[src/rtl/rr_arbiter8.sv]
// Eight-input round-robin arbiter with a bounded hold time.
// One requester owns the grant at a time. The owner is released when it
// signals done, when it drops its request, or when it has held the grant for
// MAX_HOLD cycles, in which case a one-cycle timeout pulse is raised.
// Every release is followed by at least one idle cycle before the next grant.
module rr_arbiter8 #(
  parameter int MAX_HOLD = 15
) (
  input  logic       clk,
  input  logic       rst,
  input  logic [7:0] req,
  input  logic       done,
  output logic [7:0] grant,
  output logic [2:0] grant_id,
  output logic       grant_valid,
  output logic       timeout
);

  localparam logic STATE_IDLE  = 1'b0;
  localparam logic STATE_OWNED = 1'b1;

  logic       state;
  logic [2:0] last;
  logic [7:0] hold_cnt;

  logic [2:0]  search_start;
  logic [15:0] req_doubled;
  logic [7:0]  req_rotated;
  logic [2:0]  win_offset;
  logic        win_found;
  logic [2:0]  win_idx;

  logic owner_req;
  logic hold_limit;
  logic release_now;

  // Rotate the request vector so the search begins just after the last
  // winner, pick the lowest set bit, then map the offset back to an index.
  always_comb begin
    search_start = last + 3'd1;
    req_doubled  = {req, req} >> search_start;
    req_rotated  = req_doubled[7:0];
    win_offset   = 3'd0;
    win_found    = 1'b0;
    for (int i = 0; i < 8; i++) begin
      if (!win_found && req_rotated[i]) begin
        win_found  = 1'b1;
        win_offset = 3'(i);
      end
    end
    win_idx = search_start + win_offset;
  end

  // Release conditions evaluated against the current owner.
  always_comb begin
    owner_req   = req[grant_id];
    hold_limit  = (hold_cnt == 8'(MAX_HOLD));
    release_now = done || !owner_req || hold_limit;
  end

  // Ownership FSM: issue grants from IDLE, release from OWNED; reset wins.
  always_ff @(posedge clk) begin
    if (rst) begin
      state       <= STATE_IDLE;
      grant       <= 8'd0;
      grant_id    <= 3'd0;
      grant_valid <= 1'b0;
      timeout     <= 1'b0;
      hold_cnt    <= 8'd0;
      last        <= 3'd7;
    end else begin
      case (state)
        STATE_IDLE: begin
          timeout <= 1'b0;
          if (win_found) begin
            state       <= STATE_OWNED;
            grant       <= 8'd1 << win_idx;
            grant_id    <= win_idx;
            grant_valid <= 1'b1;
            hold_cnt    <= 8'd1;
            last        <= win_idx;
          end
        end
        default: begin
          if (release_now) begin
            state       <= STATE_IDLE;
            grant       <= 8'd0;
            grant_id    <= 3'd0;
            grant_valid <= 1'b0;
            hold_cnt    <= 8'd0;
            timeout     <= hold_limit && !done && owner_req;
          end else begin
            hold_cnt <= hold_cnt + 8'd1;
            timeout  <= 1'b0;
          end
        end
      endcase
    end
  end

endmodule

[config.mk]
export PLATFORM = sky130hd
export DESIGN_NAME = rr_arbiter8
export DESIGN_NICKNAME = d
export VERILOG_FILES = /design/src/rtl/rr_arbiter8.sv
export SDC_FILE = /design/constraint.sdc
export NUM_CORES = 1
export LEC_CHECK = 0
export CAP_MARGIN = 20
export CORE_MARGIN = 2
export CORE_UTILIZATION = 34
export DETAILED_ROUTE_END_ITERATION = 10
export RECOVER_POWER = 100
export SYNTH_ARGS = -nofsm -noshare
export SYNTH_HDL_FRONTEND = slang
export SYNTH_SLANG_ARGS = --single-unit
[constraint.sdc]
create_clock -name clk -period 4.4 [get_ports clk]
set_input_delay 0.66 -clock clk [delete_from_list [all_inputs] [get_ports clk]]
set_output_delay 0.66 -clock clk [all_outputs]
set_load 0.05 [all_outputs]
==> metrics.cfg <==
[drt]
drt_wl_total_um = 3910
wl_per_cell_um = 14.2
via_per_inst = 5.51
drtIter0Drc = 61
vias = 1514
route.detailed.drc = 0
dr.pass1.iters = 4
drtAntennaViolNets = 0

[sta]
finalMaxSlewViolations = 0
fin_crit_ns = 4.00
slew-limit-headroom = 0.408
rsz0062_at_grt = false
setup-tns-final_ns = 0
skew_ns = 0.00122
timing.hold.ws_ns = 0.459
finalCritPeriodShare = 0.910
tightest_slew_ns = 0.880
fmax_ghz = 0.250
finalHoldViolations = 0
setup_viol = 0

[floorplanning]
die_area_um2 = 5630
die_h_um = 75.1
rows = 25
core_um2 = 4790
start_util = 0.359
dieWidth_um = 75.1
ioPinCount = 24

[cts]
cts_tree = yes
clockBufferDepth = 2
htree_num_levels = 1
cts_setup_buffers = 0
cts.clk_slew.worst_paths_ns = 0.08
cts.sinks = 25
postCtsHoldBufs = 0
clk_latency_ns = 0.26
cts_resized = 0
cts_buffers = 3
clockRootBuffer = clkbuf_8

[cells_and_area]
final_util = 0.424
layout_common_cells = dfxtp_1, nand2_1, dlygate4sd3_1, nor2_1, a21oi_1
num_antenna_cells = 0
area_growth_pct = 18.2
finalNetCount = 224
final_common_cell = dfxtp_1
drive_above_1_share = 0.111
final_cells = 275

[global_routing]
grt_overflow_total = 0
grt.met1_usage = 0.210
grt_max_degree = 18
antenna_found_initial = 0
grt_pass1_vias = 1410
grt_util_met3 = 0.0295
grt_pass1_wl_um = 6650
busiest_layer = met2
grt_usage = 0.150
grtUsageMet2 = 0.246

[pwr]
ir_drop_uv = 356
total_power_mw = 1.49
power.density_nw_per_um2 = 734
leakagePower_nw = 0.764

[synthesis]
yosys-top-cells-area = dfxtp_1, mux2i_1, a21oi_1, nand2_1, nor2_1
synthesis.area_um2 = 1720
synth_flop_cell = dfxtp_1
syn-num-nets = 201
yosys_warnings = 0
synth_top_area_share = 0.292
ys_ff_latch = 25
synth_area_leader_cell = dfxtp_1
seq_area_frac_synth = 0.292
synth_edf_count = 0
synthDistinctLibCells = 60
syn_area_per_cell_um2 = 9.23
synthCells = 186
synth_async_sr_flop_share = 0

[place]
place.detailed.hpwl_um = 2910
place.gp.congestion = 0.807
dp.cells = 271
io_buffers = 23

[critical_path]
r2r_slack_ns = 0.40
critPathKind = register to register
max_stage_delay_ns = 0.58
endpoint_kind = register
arrival_ns = 4.16
r2r-end = grant[7]
crit_fanout = 12
cp_slowest_cell = fa_1
ff2ff_path_depth = 13
required_ns = 4.56
crit_chain = ha_1 > buf_4 > mux2i_1 > o21ai_0 > o32ai_1 > o21bai_1 > a32oi_1 > ha_1 > inv_1 > fa_1 > inv_1 > and3_1 > a22o_1
start_kind = register
timing.rr.start = last[0]
worstSetupStartpoint = last[0]

[hold_path]
min_to = grant[3]
hold_path.startpoint = grant[3]
holdPathStages = 1
hold_path_class = register to register

[flow_run]
maxCapViolCount = 0

[status]
status = complete, no violations

sequential cells by signal, indices dropped and copies added, names as in the netlist:
register and cells:
grant 8, hold_cnt 8, grant_id 3, last 3
grant_valid 1, state 1, timeout 1
worst max-delay path: cells and delay by family, from the launching register on:
| family | cells | cell delay, ns |
|---|---|---|
| mux | 1 | 0.35 |
| fa+ha+maj | 3 | 1.23 |
| simple gates | 1 | 0.18 |
| buf+inv | 3 | 0.40 |
| flops | 1 | 0.57 |
| compound gates | 5 | 1.17 |
power breakdown:
part	internal (mW)	switching (mW)
clock	0.0646	0.0679
sequential	0.278	0.0453
combinational	0.412	0.622
total	0.755	0.735
final cells by class:
cell class	count	area [um^2]
Clock buffer	4	45.0
Fill cell	473	2760
Inverter	7	26.3
Multi-Input combinational cell	146	1120
Sequential cell	25	500
Tap cell	67	83.8
Timing Repair Buffer	26	253
worst max path at each step:
stage	endpoint	slack, ns
floorplan	grant[7]	1.02
global placement	grant[7]	0.42
detailed placement	grant[7]	0.36
CTS	grant[7]	0.48
global route	grant[7]	0.08
finish	grant[7]	0.40
cells in the mapped netlist, types with 2 or more instances:
cell type and instances:
dfxtp_1 25, a41oi_1 3, buf_4 3, a32oi_1 3, nor3b_1 2, o2111ai_1 2
a22o_1 5, nor3_2 2, ha_1 3, a21oi_2 2, nor4_1 3, nor2_1 13
nand2_1 13, o2bb2ai_1 5, a211o_1 3, mux2i_1 6, o211a_1 2, a32o_2 2
o211ai_1 3, nand3_1 4, a31oi_1 2, o21bai_1 3, and3_1 5, a311oi_1 4
inv_1 7, o21ai_0 5, a21oi_1 11, clkbuf_1 4, mux4_2 2, nand2b_1 2
mux2_2 4, nor3_1 5
through the flow:
step / setup slack (ns) / instance area [um^2]
2_1_floorplan: 1.02 / 1720
3_3_place_gp: 0.422 / 2010
3_5_place_dp: 0.364 / 2010
4_1_cts: 0.478 / 2060
5_1_grt: 0.0820 / 2030
6_report: 0.398 / 2030
routing by layer:
metal / routed length, um / share of wire
met1: 1960 / 0.50
met3: 90 / 0.023
met2: 1830 / 0.47
met4: 30 / 0.0077
met5: 0 / 0
kinds of logic after synthesis:
| kind of cell | Yosys count | share of synthesized area |
|---|---|---|
| AOI/OAI and AO/OA | 67 | 0.314 |
| xor gates and xnor gates | 3 | 0.0262 |
| adders and majority gates | 4 | 0.0335 |
| buffers and inverters | 15 | 0.0394 |
| DFF | 25 | 0.292 |
| muxes | 13 | 0.103 |
| and+or+nand+nor | 59 | 0.192 |
Power figures use the tool's default switching activity.
